**src/rtl/pipeline_ctrl_if.sv**
```systemverilog
// Control bundle between the pipeline stall/flush sequencer and the pipeline datapath.
// The master side drives the hazard/branch/memory inputs; the slave side is the sequencer.
interface pipeline_ctrl_if #(
  parameter int unsigned CNT_W = 16
);
  logic             hazard;
  logic             branch_taken;
  logic             mem_req;
  logic             mem_ready;
  logic             clr_counters;
  logic             freeze_if;
  logic             flush_if_id;
  logic             bubble_id_ex;
  logic             freeze_all;
  logic             mem_timeout;
  logic [1:0]       state;
  logic [CNT_W-1:0] stall_cnt;
  logic [CNT_W-1:0] flush_cnt;
  logic [CNT_W-1:0] memwait_cnt;

  modport master (
    output hazard, branch_taken, mem_req, mem_ready, clr_counters,
    input  freeze_if, flush_if_id, bubble_id_ex, freeze_all, mem_timeout,
    input  state, stall_cnt, flush_cnt, memwait_cnt
  );

  modport slave (
    input  hazard, branch_taken, mem_req, mem_ready, clr_counters,
    output freeze_if, flush_if_id, bubble_id_ex, freeze_all, mem_timeout,
    output state, stall_cnt, flush_cnt, memwait_cnt
  );
endinterface

```
**src/rtl/pipeline_ctrl.sv**
```systemverilog
// Stall/flush sequencer for the 5-stage pipeline: post-reset hold, hazard stalls,
// branch flushes, memory-wait freeze with watchdog, and saturating perf counters.
module pipeline_ctrl #(
  parameter int unsigned INIT_CYCLES = 4,
  parameter int unsigned MEM_TIMEOUT = 64,
  parameter int unsigned CNT_W       = 16
) (
  input  logic             clk,
  input  logic             rst,
  pipeline_ctrl_if.slave   bus
);

  typedef enum logic [1:0] {
    S_INIT     = 2'b00,
    S_RUN      = 2'b01,
    S_MEM_WAIT = 2'b10,
    S_ERR      = 2'b11
  } state_e;

  localparam int unsigned INIT_W = (INIT_CYCLES < 2) ? 1 : $clog2(INIT_CYCLES);
  localparam int unsigned WAIT_W = $clog2(MEM_TIMEOUT + 1);
  localparam logic [INIT_W-1:0] INIT_LAST = INIT_W'(INIT_CYCLES - 1);
  localparam logic [WAIT_W-1:0] WAIT_LAST = WAIT_W'(MEM_TIMEOUT - 1);

  state_e             state_q, state_d;
  logic [INIT_W-1:0]  init_cnt_q, init_cnt_d;
  logic [WAIT_W-1:0]  wait_cnt_q, wait_cnt_d;
  logic               mem_timeout_q, mem_timeout_d;
  logic [CNT_W-1:0]   stall_cnt_q, stall_cnt_d;
  logic [CNT_W-1:0]   flush_cnt_q, flush_cnt_d;
  logic [CNT_W-1:0]   memwait_cnt_q, memwait_cnt_d;

  logic freeze_if, flush_if_id, bubble_id_ex, freeze_all;
  logic run_eval, cnt_en, inc_stall, inc_flush, inc_mem;

  function automatic logic [CNT_W-1:0] cnt_next(input logic [CNT_W-1:0] c,
                                                input logic inc, input logic clr);
    if (clr)
      return '0;
    if (inc && (c != '1))
      return c + CNT_W'(1);
    return c;
  endfunction

  always_comb begin
    state_d       = state_q;
    init_cnt_d    = init_cnt_q;
    wait_cnt_d    = wait_cnt_q;
    mem_timeout_d = mem_timeout_q;
    freeze_if     = 1'b0;
    flush_if_id   = 1'b0;
    bubble_id_ex  = 1'b0;
    freeze_all    = 1'b0;
    run_eval      = 1'b0;
    cnt_en        = 1'b0;
    inc_stall     = 1'b0;
    inc_flush     = 1'b0;
    inc_mem       = 1'b0;

    case (state_q)
      S_INIT: begin
        freeze_if  = 1'b1;
        freeze_all = 1'b1;
        if (init_cnt_q == INIT_LAST) begin
          state_d    = S_RUN;
          init_cnt_d = '0;
        end else begin
          init_cnt_d = init_cnt_q + INIT_W'(1);
        end
      end
      S_RUN: begin
        cnt_en = 1'b1;
        if (bus.mem_req && !bus.mem_ready) begin
          freeze_if  = 1'b1;
          freeze_all = 1'b1;
          inc_mem    = 1'b1;
          wait_cnt_d = WAIT_W'(1);
          state_d    = S_MEM_WAIT;
        end else begin
          run_eval = 1'b1;
        end
      end
      S_MEM_WAIT: begin
        cnt_en = 1'b1;
        if (!bus.mem_ready) begin
          freeze_if  = 1'b1;
          freeze_all = 1'b1;
          inc_mem    = 1'b1;
          wait_cnt_d = wait_cnt_q + WAIT_W'(1);
          // wait_cnt_q + 1 == MEM_TIMEOUT, compared against a constant to avoid widening
          if (wait_cnt_q == WAIT_LAST) begin
            state_d       = S_ERR;
            mem_timeout_d = 1'b1;
          end
        end else begin
          run_eval   = 1'b1;
          wait_cnt_d = '0;
          state_d    = S_RUN;
        end
      end
      default: begin
        freeze_if  = 1'b1;
        freeze_all = 1'b1;
      end
    endcase

    // Branch outranks hazard: the stalled ID instruction is flushed anyway.
    if (run_eval) begin
      if (bus.branch_taken) begin
        flush_if_id  = 1'b1;
        bubble_id_ex = 1'b1;
        inc_flush    = 1'b1;
      end else if (bus.hazard) begin
        freeze_if    = 1'b1;
        bubble_id_ex = 1'b1;
        inc_stall    = 1'b1;
      end
    end

    stall_cnt_d   = cnt_en ? cnt_next(stall_cnt_q,   inc_stall, bus.clr_counters) : stall_cnt_q;
    flush_cnt_d   = cnt_en ? cnt_next(flush_cnt_q,   inc_flush, bus.clr_counters) : flush_cnt_q;
    memwait_cnt_d = cnt_en ? cnt_next(memwait_cnt_q, inc_mem,   bus.clr_counters) : memwait_cnt_q;
  end

  always_ff @(posedge clk or posedge rst) begin
    if (rst) begin
      state_q       <= S_INIT;
      init_cnt_q    <= '0;
      wait_cnt_q    <= '0;
      mem_timeout_q <= 1'b0;
      stall_cnt_q   <= '0;
      flush_cnt_q   <= '0;
      memwait_cnt_q <= '0;
    end else begin
      state_q       <= state_d;
      init_cnt_q    <= init_cnt_d;
      wait_cnt_q    <= wait_cnt_d;
      mem_timeout_q <= mem_timeout_d;
      stall_cnt_q   <= stall_cnt_d;
      flush_cnt_q   <= flush_cnt_d;
      memwait_cnt_q <= memwait_cnt_d;
    end
  end

  assign bus.freeze_if    = freeze_if;
  assign bus.flush_if_id  = flush_if_id;
  assign bus.bubble_id_ex = bubble_id_ex;
  assign bus.freeze_all   = freeze_all;
  assign bus.mem_timeout  = mem_timeout_q;
  assign bus.state        = state_q;
  assign bus.stall_cnt    = stall_cnt_q;
  assign bus.flush_cnt    = flush_cnt_q;
  assign bus.memwait_cnt  = memwait_cnt_q;

endmodule
```
**src/flat_wrapper.sv**
```systemverilog
// flat-port wrapper written by rule: the top's interface ports become plain ports
module pipeline_ctrl_flat 
#(
  parameter int unsigned INIT_CYCLES = 4,
  parameter int unsigned MEM_TIMEOUT = 64,
  parameter int unsigned CNT_W       = 16
)
  (clk, rst, bus_hazard, bus_branch_taken, bus_mem_req, bus_mem_ready, bus_clr_counters, bus_freeze_if, bus_flush_if_id, bus_bubble_id_ex, bus_freeze_all, bus_mem_timeout, bus_state, bus_stall_cnt, bus_flush_cnt, bus_memwait_cnt);
  pipeline_ctrl_if #(.CNT_W(CNT_W)) bus_i ();
  input  logic clk;
  input  logic rst;
  input wire logic [$bits(bus_i.hazard)-1:0] bus_hazard;
  input wire logic [$bits(bus_i.branch_taken)-1:0] bus_branch_taken;
  input wire logic [$bits(bus_i.mem_req)-1:0] bus_mem_req;
  input wire logic [$bits(bus_i.mem_ready)-1:0] bus_mem_ready;
  input wire logic [$bits(bus_i.clr_counters)-1:0] bus_clr_counters;
  output wire logic [$bits(bus_i.freeze_if)-1:0] bus_freeze_if;
  output wire logic [$bits(bus_i.flush_if_id)-1:0] bus_flush_if_id;
  output wire logic [$bits(bus_i.bubble_id_ex)-1:0] bus_bubble_id_ex;
  output wire logic [$bits(bus_i.freeze_all)-1:0] bus_freeze_all;
  output wire logic [$bits(bus_i.mem_timeout)-1:0] bus_mem_timeout;
  output wire logic [$bits(bus_i.state)-1:0] bus_state;
  output wire logic [$bits(bus_i.stall_cnt)-1:0] bus_stall_cnt;
  output wire logic [$bits(bus_i.flush_cnt)-1:0] bus_flush_cnt;
  output wire logic [$bits(bus_i.memwait_cnt)-1:0] bus_memwait_cnt;
  assign bus_i.hazard = bus_hazard;
  assign bus_i.branch_taken = bus_branch_taken;
  assign bus_i.mem_req = bus_mem_req;
  assign bus_i.mem_ready = bus_mem_ready;
  assign bus_i.clr_counters = bus_clr_counters;
  assign bus_freeze_if = bus_i.freeze_if;
  assign bus_flush_if_id = bus_i.flush_if_id;
  assign bus_bubble_id_ex = bus_i.bubble_id_ex;
  assign bus_freeze_all = bus_i.freeze_all;
  assign bus_mem_timeout = bus_i.mem_timeout;
  assign bus_state = bus_i.state;
  assign bus_stall_cnt = bus_i.stall_cnt;
  assign bus_flush_cnt = bus_i.flush_cnt;
  assign bus_memwait_cnt = bus_i.memwait_cnt;
  pipeline_ctrl #(.INIT_CYCLES(INIT_CYCLES), .MEM_TIMEOUT(MEM_TIMEOUT), .CNT_W(CNT_W)) u_core (.clk(clk), .rst(rst), .bus(bus_i));
endmodule
```
**config.mk**
```make
export PLATFORM = sky130hd
export DESIGN_NAME = pipeline_ctrl_flat
export DESIGN_NICKNAME = d
export VERILOG_FILES = /design/src/rtl/pipeline_ctrl_if.sv /design/src/rtl/pipeline_ctrl.sv /design/src/flat_wrapper.sv
export SDC_FILE = /design/constraint.sdc
export NUM_CORES = 1
export LEC_CHECK = 0
export CORE_ASPECT_RATIO = 1.25
export CORE_UTILIZATION = 50
export DETAILED_ROUTE_END_ITERATION = 12
export PLACE_DENSITY_LB_ADDON = 0.12
export SETUP_SLACK_MARGIN = 0.4
export SLEW_MARGIN = 10
export SYNTH_ARGS = -nofsm -noshare
export SYNTH_HDL_FRONTEND = slang
export SYNTH_SLANG_ARGS = --single-unit
```
**constraint.sdc**
```tcl
create_clock -name clk -period 4.7 [get_ports clk]
set_clock_uncertainty 0.05 [all_clocks]
set_input_delay 0.94 -clock clk [delete_from_list [all_inputs] [get_ports clk]]
set_output_delay 0.94 -clock clk [all_outputs]
set_load 0.05 [all_outputs]
```
Word-level counts from Yosys, hierarchy flattened
Cells that the tools add are included.

Flip-flop bits (word level): 60. Input port bits: 7.

$add $sub $neg: 5. Eq/ne operators: 10. Multiplexer cells: 44. Bitwise logic cells: 1. Reduce and logical (&&, ||, !) cells: 18.

Operators by type and width (count): $mux W16 (10); $add A16 B1 Y16 const B (3); $ne A16 B16 Y1 const B (3); $mux W1 (22); $mux W7 (2); $pmux W7 S2 (1); $mux W2 (5); $reduce_and A2 Y1 (4); $reduce_bool A2 Y1 (4); $add A7 B1 Y7 const B (1); $eq A7 B6 Y1 const B (1); $pmux W1 S2 (3); $pmux W2 S3 (1); $eq A2 B2 Y1 const B (2); $logic_and A1 B1 Y1 (4); $ne A2 B1 Y1 const B (2); $reduce_and A4 Y1 (1); $ne A3 B2 Y1 const B (1); $reduce_and A3 Y1 (1); $reduce_bool A3 Y1 (1); $add A2 B1 Y2 const B (1); $eq A2 B1 Y1 const B (1); $logic_not A2 Y1 (1); $reduce_or A2 Y1 (1); 2 further kinds (2).

Longest topological paths before layout
Word-level depth: 10. Depth in mapped cells: 9. Mapped depth without buffers: 7.

Worst setup path before layout
No wires, ideal clock.

Path kind: flip-flop to output port. Start: register u_core.state_q[1], in the netlist u_core.bus.state[1]. End: output port bus_bubble_id_ex. Data arrival time: 2.018 ns. Path slack: 1.692 ns. Cell stages (with the launch flop): 6. Path through: dfrtp_1 > inv_1 > ha_1 > clkbuf_1 > clkbuf_1 > o211a_1.

Word-level cells in the longest chain between the ends: 3.

Ends and longest elaborated chain: start, declared (line pipeline_ctrl.sv:25) `state_e state_q, state_d;`; start signal, assigned (line pipeline_ctrl.sv:135) `state_q <= state_d;`; $eq A2 B2 Y1 / $eq A2 B1 Y1 (equally long branches) (line pipeline_ctrl.sv:60) `case (state_q)`; $pmux W1 S2 (*) (line pipeline_ctrl.sv:60); $mux W1 (*) (line pipeline_ctrl.sv:108) `if (run_eval) begin`; end, declared (line flat_wrapper.sv:19) `output wire logic [$bits(bus_i.bubble_id_ex)-1:0] bus_bubble_id_ex;`.

Mark *: on every way between the ends. The rest lies on a longest branch, timed or not.

Worst setup path after layout
Start: input port bus_mem_ready. End: output port bus_flush_if_id.

Word-level cells in the longest chain between the ends: 5.

Ends and longest elaborated chain: start, declared (line flat_wrapper.sv:15) `input wire logic [$bits(bus_i.mem_ready)-1:0] bus_mem_ready;`; $logic_not A1 Y1 (line pipeline_ctrl.sv:73) `if (bus.mem_req && !bus.mem_ready) begin`; $logic_and A1 B1 Y1 (line pipeline_ctrl.sv:73); $mux W1 (line pipeline_ctrl.sv:73); $pmux W1 S2 (*) (line pipeline_ctrl.sv:60); $mux W1 (*) (line pipeline_ctrl.sv:108); end, declared (line flat_wrapper.sv:18) `output wire logic [$bits(bus_i.flush_if_id)-1:0] bus_flush_if_id;`.

Marks and branches as above.

==> flow_summary.json <==
{
  "outcome": "complete, no violations",
  "grt_pass1_wl_um": 14900,
  "via_per_inst": 6.20,
  "postCtsSetupBuffers": 0,
  "fillers": 605,
  "clkSinkCount": 60,
  "reg2reg_depth": 6,
  "grt_antenna_before_repair": 0,
  "finalNetCount": 464,
  "clk_pin_slew_ns": 0.07,
  "vias": 3367,
  "fp.dieH_um": 96.9,
  "slew_viol_final": 0,
  "area_growth_pct": 25.7,
  "ir_worst_vdd_mv": 0.397,
  "cts_buffers": 9,
  "worst_slew_pin_slew_ns": 0.849,
  "dpl.cell_count": 527,
  "wl_met1_um": 4150,
  "fp.dieW_um": 77.9,
  "diodes": 0,
  "synth_area_mm2": 0.00360,
  "synth.distinct_cells": 56,
  "syn_inst": 390,
  "avgSynthCellArea_um2": 9.24,
  "pre_cts_slack_ns": 0.756,
  "overflow": 0,
  "clock_latency_ns": 0.35,
  "fin_util": 0.649,
  "rsz0062_at_grt": "false",
  "grt_max_degree": 40,
  "fmax_mhz": 254,
  "synth_warnings": 0,
  "clockRootBuffer": "clkbuf_8",
  "worst_slack_ns": 0.766,
  "maxCapViolations": 0,
  "core_mm2": 0.00698,
  "hold_depth": 1,
  "hp-class": "reg -> reg",
  "setup.worst_path.start_class": "input pin",
  "routedWlPerCell_um": 16.4,
  "hpwlAfterDp_um": 6010,
  "r2r-start": "u_core.bus.state[0]",
  "cp-endpoint": "bus_flush_if_id",
  "drive_above_1_share": 0.0795,
  "rows": 34,
  "slew_headroom": 0.429,
  "first_global_vias": 3164,
  "cp-startpoint": "bus_mem_ready",
  "grt_usage": 0.248,
  "r2r_end": "u_core.bus.flush_cnt[15]",
  "setup_viol": 0,
  "h-tree-depth": 3,
  "initial_core_util": 0.516,
  "die-area_mm2": 0.00755,
  "dr.max_layer_used": "met4",
  "setup_tns_ns": 0,
  "synth-main-ff-cell": "dfrtp_1",
  "cts_buffer_depth": 2,
  "ff2ff_setup_slack_ns": 2.16,
  "port_buffers": 61,
  "drt_first_pass_iters": 5,
  "worstSetupPathType": "in -> out",
  "ys_ff_latch": 60,
  "endpoint_kind": "output port",
  "critPathMaxFanout": 10,
  "power_leakage_uw": 0.00185,
  "min_period_over_period": 0.837,
  "wl_met2_um": 4150,
  "placed_area_mm2": 0.00428,
  "synth_nets": 406,
  "final_cell_area_mm2": 0.00453,
  "cts_tree": "built",
  "async_flop_share": 1.00,
  "initialDrtViolationCount": 218,
  "required_ns": 3.71,
  "instances_no_fill": 543,
  "ant_nets": 0,
  "hold_violations": 0,
  "drc": 0,
  "period_needed_ns": 3.93,
  "routed_wl_um": 8910,
  "wl_met3_um": 430,
  "cts_resized": 0,
  "cts_hold_buffers": 0,
  "io_pins": 62,
  "synth-edff-count": 0,
  "power_density_mw_per_mm2": 516,
  "gp_congestion": 0.826,
  "worstPathArrival_ns": 2.94,
  "yosysSeqAreaShare": 0.417
}
==> metal layers <==
layer	vias up	GRT usage
li1	1626	-
met1	1632	0.328
met2	93	0.384
met3	16	0.0575
met4	0	0.114
met5	-	0
==> cell usage in the layout, fill, tap and decap left out, types with 9 or more instances in the layout <==
master / count
clkdlybuf4s50_1: 61
and3_1: 11
clkbuf_8: 11
nor2_1: 24
o211ai_1: 18
dfrtp_1: 60
o21ai_0: 19
mux2i_1: 11
o31ai_1: 16
o2bb2ai_1: 11
ha_1: 9
or4_1: 9
nand2_1: 38
nand3_1: 31
nand4_1: 14
inv_1: 12
==> stage by stage <==
step / power (uW) / hold WS (ns)
2_1_floorplan: 1440 / 0.400
3_5_place_dp: 1740 / 0.398
5_1_grt: 2470 / 0.429
3_3_place_gp: 1730 / 0.389
6_report: 2340 / 0.408
4_1_cts: 2350 / 0.415
==> cells in the mapped netlist, types with 2 or more instances <==
| library cell | instances | area share |
|---|---|---|
| o311ai_1 | 5 | 0.012 |
| a211o_1 | 2 | 0.0049 |
| or2_1 | 2 | 0.0035 |
| or3_1 | 2 | 0.0035 |
| a31o_2 | 3 | 0.0073 |
| ha_1 | 9 | 0.031 |
| a211oi_1 | 2 | 0.0042 |
| a311o_1 | 2 | 0.0056 |
| or4_1 | 9 | 0.019 |
| o31ai_1 | 16 | 0.033 |
| o21ai_1 | 7 | 0.0097 |
| nor4_1 | 3 | 0.0052 |
| o2bb2ai_1 | 11 | 0.027 |
| nor3_1 | 3 | 0.0042 |
| o2111ai_1 | 2 | 0.0049 |
| and3_1 | 11 | 0.019 |
| a21o_1 | 3 | 0.0062 |
| nand3_1 | 31 | 0.043 |
| mux2_2 | 4 | 0.012 |
| buf_2 | 3 | 0.0042 |
| nand2b_1 | 4 | 0.0069 |
| dfrtp_1 | 60 | 0.42 |
| o21ai_0 | 19 | 0.026 |
| inv_1 | 13 | 0.014 |
| nand4_1 | 14 | 0.024 |
| o211ai_1 | 18 | 0.038 |
| o21ai_2 | 2 | 0.0049 |
| clkbuf_1 | 14 | 0.015 |
| o41ai_1 | 2 | 0.0049 |
| and4_1 | 7 | 0.017 |
| nand3_2 | 2 | 0.0056 |
| a21oi_1 | 6 | 0.0083 |
| nand2_1 | 38 | 0.040 |
| mux2i_1 | 11 | 0.031 |
| nor2b_1 | 3 | 0.0052 |
| nor2_1 | 24 | 0.025 |
| a31oi_1 | 4 | 0.0069 |
==> flip-flops by register name, indices dropped and copies added (netlist names) <==
register,count
u_core.bus.flush_cnt,16
u_core.bus.memwait_cnt,16
u_core.bus.stall_cnt,16
u_core.wait_cnt_q,7
u_core.bus.state,2
u_core.init_cnt_q,2
u_core.bus.mem_timeout,1
==> cell type report <==
type / count / area, um^2 / area share
multi-input cells: 299 / 1970 / 0.436
well taps: 90 / 113 / 0.0249
clock buffers: 12 / 155 / 0.0343
flip-flops and latches: 60 / 1500 / 0.332
repair buffers: 65 / 641 / 0.141
clock inverters: 4 / 95.1 / 0.0210
inverters: 13 / 48.8 / 0.0108
==> worst min path at each step <==
stage               slack [ns]                    from                endpoint
global placement          0.39  u_core.bus.mem_timeout  u_core.bus.mem_timeout
detailed placement        0.40  u_core.bus.mem_timeout  u_core.bus.mem_timeout
CTS                       0.41  u_core.bus.mem_timeout  u_core.bus.mem_timeout
finish                    0.41  u_core.bus.mem_timeout  u_core.bus.mem_timeout
global route              0.43  u_core.bus.mem_timeout  u_core.bus.mem_timeout
floorplan                 0.40    u_core.wait_cnt_q[6]    u_core.wait_cnt_q[6]
==> power breakdown <==
group,switching [uW],internal [uW]
clock network,218,381
logic,706,328
registers,109,596
==> cell families after synthesis <==
logic type | Yosys count | share of synthesized area
AND/OR/NAND/NOR | 161 | 0.240
multiplexers | 15 | 0.0431
AO/OA/AOI/OAI | 114 | 0.234
buffers and inverters | 31 | 0.0354
adder cells (fa/ha/maj) | 9 | 0.0313
flip-flops | 60 | 0.417
==> worst max-delay path, cell delays in order <==
cell and delay (ns):
clkdlybuf4s50_1 0.65, o21ai_1 0.18, nand2_1 0.13, nand3_1 0.14, inv_1 0.10, clkdlybuf4s50_1 0.80
Power figures use the tool's default switching activity.
==> patch 1 (same flow settings) <==
`INIT_CYCLES` is set to 4 in 2 places; all go to 8.
--- a/src/rtl/pipeline_ctrl.sv
+++ b/src/rtl/pipeline_ctrl.sv
@@ -3,3 +3,3 @@
 module pipeline_ctrl #(
-  parameter int unsigned INIT_CYCLES = 4,
+  parameter int unsigned INIT_CYCLES = 8,
   parameter int unsigned MEM_TIMEOUT = 64,
--- a/src/flat_wrapper.sv
+++ b/src/flat_wrapper.sv
@@ -3,3 +3,3 @@
 #(
-  parameter int unsigned INIT_CYCLES = 4,
+  parameter int unsigned INIT_CYCLES = 8,
   parameter int unsigned MEM_TIMEOUT = 64,
Formal check against the unedited RTL: not equivalent (Yosys sat finds a counterexample within 10 cycles, from zero or initial values and one cycle with rst high).
==> patch 1 against the unedited design <==
  * Design area shrank 0.22%
  * Critical path type unchanged
  * Largest power group unchanged
  * Utilization grew 0.25 points
  * Die area shrank 0.51%
  * Non-clock buffer count grew 2
  * Synthesized area shrank 0.52%
  * Wire length grew 0.85%
  * Setup slack lost 82 ps
  * Register-to-register slack lost 120 ps
  * Sequential cell count grew 1
  * Total power shrank 4.6%
==> patch 1: results (changes against the unedited design) <==
* Crit-path max cell delay at 830 ps (+30 ps)
* Detailed Place HPWL at 6.46 mm (+7.6%)
* Pwr/cell area at 494 nW/µm² (-4.4%)
* CTS root buf: clkbuf_8
* Max clock buf depth at 2 (unchanged)
* Vias per inst at 6.12 (-1.3%)
* WHS Path Cells at 1 (unchanged)
* Placed Area at 4310 µm² (+0.64%)
* Placed insts at 537 (+1.9%)
* Setup Fix Bufs, Post-CTS at 0 (unchanged)
* Global-route wire length before repair at 15.0 mm (+0.79%)
* Pre-CTS setup slack at 538 ps (-218 ps)
* CP Max Fanout at 8 (-2)
* GP Congestion at 0.830 (+0.45%)
* Vias in the first global route at 3165 (+0.032%)
* Worst vdd ir at 0.456 mV (+15%)
* Outcome: complete, no violations
* Depth of the most critical reg-to-reg path at 7 (+1)
* Xor and xnor fraction of the mapped netlist area at 2.93% (+2.9 points)
* Cell variety after synth at 52 (-7.1%)
* Combinational power at 0.00102 W
* Post-cts resize count at 0 (unchanged)
* Fillers at 599 (-0.99%)
* Top cells by area, synth: dfrtp_1 (43%), o21ai_0 (4.3%), ha_1 (3.5%)
* Post-synth top cells: dfrtp_1 (61), nand2_1 (31), o21ai_0 (31)
* Sequential power at 0.000698 W (-1%)
* Net Count, Synth at 409 (+0.74%)
* Worst setup path end: bus_bubble_id_ex
* Synth warnings at 0 (unchanged)
* Adder-cell share of the synthesized area at 3.49% (+0.37 points)
* Final period utilization at 85.4% (+1.7 points)
* Slew margin rel. at 40.1% (-2.8 points)
* Seq/Total Area, Yosys at 42.6% (+0.92 points)
* TritonRoute pass-1 iters at 4 (-1)
* Worst-path cell with the longest stage delay: clkdlybuf4s50_1
* Switching pwr at 0.000991 W (-4.0%)
* DR WL/cell at 16.3 µm (-0.79%)
* Initial DRC count at 153 (-30%)
* Largest net degree at the start of global routing at 42 (+5.0%)
* Worst hold slack at 431 ps (+22.5 ps)
* Pleak at 1.94 nW (+5.2%)
* CTS Buf Count at 9 (unchanged)
* GRT Total Usage at 25.1% (+0.27 points)
* DRT Wirelength at 8.99 mm (+0.85%)
* Reg2reg setup slack at 2040 ps (-120 ps)
* Post-synthesis mux area share at 2.97% (-1.3 points)
* Worst path top cell family by delay: buffers and inverters
* Post-Syn Area per Cell at 9.14 µm² (-1.0%)
* Compound-cell area share of the yosys netlist at 22.8% (-0.61 points)
* Final-stage net count at 475 (+2.4%)
* Post-synth top flop: dfrtp_1
* Layout cells sized above 1 at 6.93% (-1.0 points)
* CP Launch Point: bus_mem_ready
* Worst reg2reg path endpoint: u_core.bus.stall_cnt[11]$_DFFE_PP0P_
-- patch 1: changes by cell type in the layout (fill, tap and decap cells not counted), sizes merged, moves of 8 or more --
cell,change
o211ai,-13
o2bb2ai,-8
a22o,+8
nor3,+14
nand4,-9
o31ai,-10
-- patch 1: final cells by class --
class | instances | area, µm² | area share, %
multi-input cells | 299 | 1940 | 42.8
flip-flops and latches | 61 | 1530 | 33.8
repair buffers | 67 | 656 | 14.5
clock buffers | 10 | 138 | 3.05
well taps | 90 | 113 | 2.49
clock inverters | 5 | 75.1 | 1.66
inverters | 20 | 75.1 | 1.66
-- patch 1: per-layer routing --
layer  vias to the layer above  routed length [µm]  track usage [%]  share of wire (%)
li1                       1620                   -                -                  -
met1                      1668                3890             30.8                 43
met2                        74                4590             43.1                 51
met3                        16                 363             5.00                4.0
met4                         0                 146             9.00                1.6
met5                         -                   0                0                  0
==> patch 2 (config.mk and constraints unchanged) <==
Without the edit above. Make the reset (`rst`) synchronous in one clocked block.
--- a/src/rtl/pipeline_ctrl.sv
+++ b/src/rtl/pipeline_ctrl.sv
@@ -124,3 +124,3 @@
 
-  always_ff @(posedge clk or posedge rst) begin
+  always_ff @(posedge clk) begin
     if (rst) begin
Behaviour: differs if rst is asserted again (counterexample within 10 cycles, from zero or initial values and one cycle with rst high); with rst held inactive, the same outputs for 10 cycles.
==> patch 2 against the unedited design <==
  * Sequential cell count unchanged
  * Synthesized cell count grew 2.8%
  * Worst hold slack improved by 13 ps
  * Synthesized area decreased by 9.2%
  * Design area shrank 9.3%
  * First-iteration DRC count is 22% lower
  * Wire length fell by 8.1%
  * Setup slack worse by 80 ps
  * Cell count grew 1.1%
  * Register-to-register slack got worse by 300 ps
Power is not compared: it rests on default switching activity, and its combinational part moved more than twofold at a synthesized area within 25%.
==> patch 2: results (changes against the unedited design) <==
* Outcome: complete, no violations
* Top cells by area, synth: dfxtp_1 (37%), nand3_1 (4.9%), a21oi_1 (4.4%)
* Clock transition at path regs at roughly 60 ps
* Met3 Wirelength at 272 µm (-37%)
* Post-synth top flop: dfxtp_1
* Detailed Place HPWL at 5.94 mm (-1.1%)
* Total number of vias at 3260 (-3.2%)
* GRT Total Usage at 25.8% (+1.0 points)
* Antenna Nets Post-Route at 0 (unchanged)
* Post-synth top cells: dfxtp_1 (60), nor2_1 (38), nand3_1 (32)
* Largest net degree at the start of global routing at 19 (-53%)
* GP Congestion at 0.860 (+4.1%)
* CTS Buf Count at 9 (unchanged)
* Buffers on Ports at 61 (unchanged)
* Clock Latency Late Sink at 330 ps (-20 ps)
* Ys async rst share at 0% (-100 points)
* Cell variety after synth at 57 (+1.8%)
* Fillers at 573 (-5.3%)
* Slew @ Worst Pin at 904 ps (+54.2 ps)
* Metal-1 WL at 3.65 mm (-12%)
* Vias per inst at 5.94 (-4.2%)
* TritonRoute pass-1 iters at 4 (-1)
* CP Max Fanout at 6 (-4)
* Net Count, Synth at 417 (+2.7%)
* Diode count at 0 (unchanged)
* Final-stage net count at 476 (+2.6%)
* Layout cells sized above 1 at 7.11% (-0.83 points)
* DRT Wirelength at 8.19 mm (-8.1%)
* Worst Hold Class: flop to flop
* Global-route wire length before repair at 14.0 mm (-6.4%)
* Synth Instances at 401 (+2.8%)
* Seq/Total Area, Yosys at 36.7% (-5.0 points)
* Setup Fix Bufs, Post-CTS at 0 (unchanged)
* Vias in the first global route at 2998 (-5.2%)
* WL met2 at 4.16 mm (+0.19%)
* Placed insts at 534 (+1.3%)
* Initial DRC count at 169 (-22%)
* WP data arrival at 3020 ps (+80 ps)
-- patch 2: changes by cell type after synthesis, moves of 8 or more --
cell,delta
a21oi_1,+23
a31oi_1,+9
dfrtp_1,-60
dfxtp_1,+60
nand2_1,-9
nor2_1,+14
o211ai_1,-8
o2bb2ai_1,-11
o31ai_1,-9
xor2_1,+9
-- patch 2: where the power goes --
group	total (W)	internal, W	switching (W)
clock	0.000410	0.000216	0.000194
sequential	0.000522	0.000516	0.00000567
combinational	0.000120	0.0000409	0.0000788
-- patch 2: cell type report --
class / instances / area (µm²) / area share, %
clock buffer: 13 / 159 / 3.87
timing repair buffer: 66 / 648 / 15.8
inverter: 9 / 33.8 / 0.822
multi-input combinational: 314 / 1950 / 47.5
sequential: 60 / 1200 / 29.2
clock inverter: 2 / 10.0 / 0.244
tap: 85 / 106 / 2.59
-- patch 2: routing by layer --
metal / GRT usage, % / vias to the layer above
li1: - / 1634
met1: 31.7 / 1545
met2: 43.9 / 71
met3: 4.13 / 10
met4: 10.7 / 0
met5: 0 / -
-- patch 2: cells by family (layout without fill, tap and decap cells) --
kind of cell             after synthesis  after routing  synth area share [%]
AO/OA/AOI/OAI                        107            107                  21.3
XOR/XNOR                              12             12                  3.21
flip-flops                            60             60                  36.7
AND/OR/NAND/NOR                      179            179                  29.4
adder cells (fa/ha/maj)                9              9                  3.44
buffers and inverters                 27             90                  3.67
multiplexers                           7              7                  2.22
-- patch 2: worst paths after layout --
kind / start / endpoint / slack (ps) / depth (start not counted)
worst min register to register: u_core.bus.mem_timeout$_SDFFE_PP0P_ / u_core.bus.mem_timeout$_SDFFE_PP0P_ / 420 / 2
worst max register to register: u_core.bus.state[0]$_SDFFE_PP0P_ / u_core.bus.flush_cnt[9]$_SDFFE_PP0P_ / 1860 / 7
worst min-delay path: u_core.bus.mem_timeout$_SDFFE_PP0P_ / u_core.bus.mem_timeout$_SDFFE_PP0P_ / 420 / 2
worst max-delay path: bus_mem_req / bus_freeze_if / 690 / 5
-- patch 2: stage by stage --
stage / instance area [µm²] / total power, W / setup WS [ps] / utilization, % / hold slack [ps]
after floorplan: 3270 / 0.000615 / 911 / - / 409
after global placement: 3940 / 0.000649 / 733 / 63.1 / 411
after detailed placement: 3940 / 0.000652 / 676 / 63.1 / 417
after CTS: 4110 / 0.00106 / 671 / 65.8 / 432
after global routing: 4110 / 0.00109 / 520 / 65.8 / 448
final: 4110 / 0.00105 / 686 / 65.8 / 421
-- patch 2: critical path: stages --
cell	delay [ps]
clkdlybuf4s50_1	440
a21oi_1	450
o21ai_0	170
or2_2	320
clkdlybuf4s50_1	700
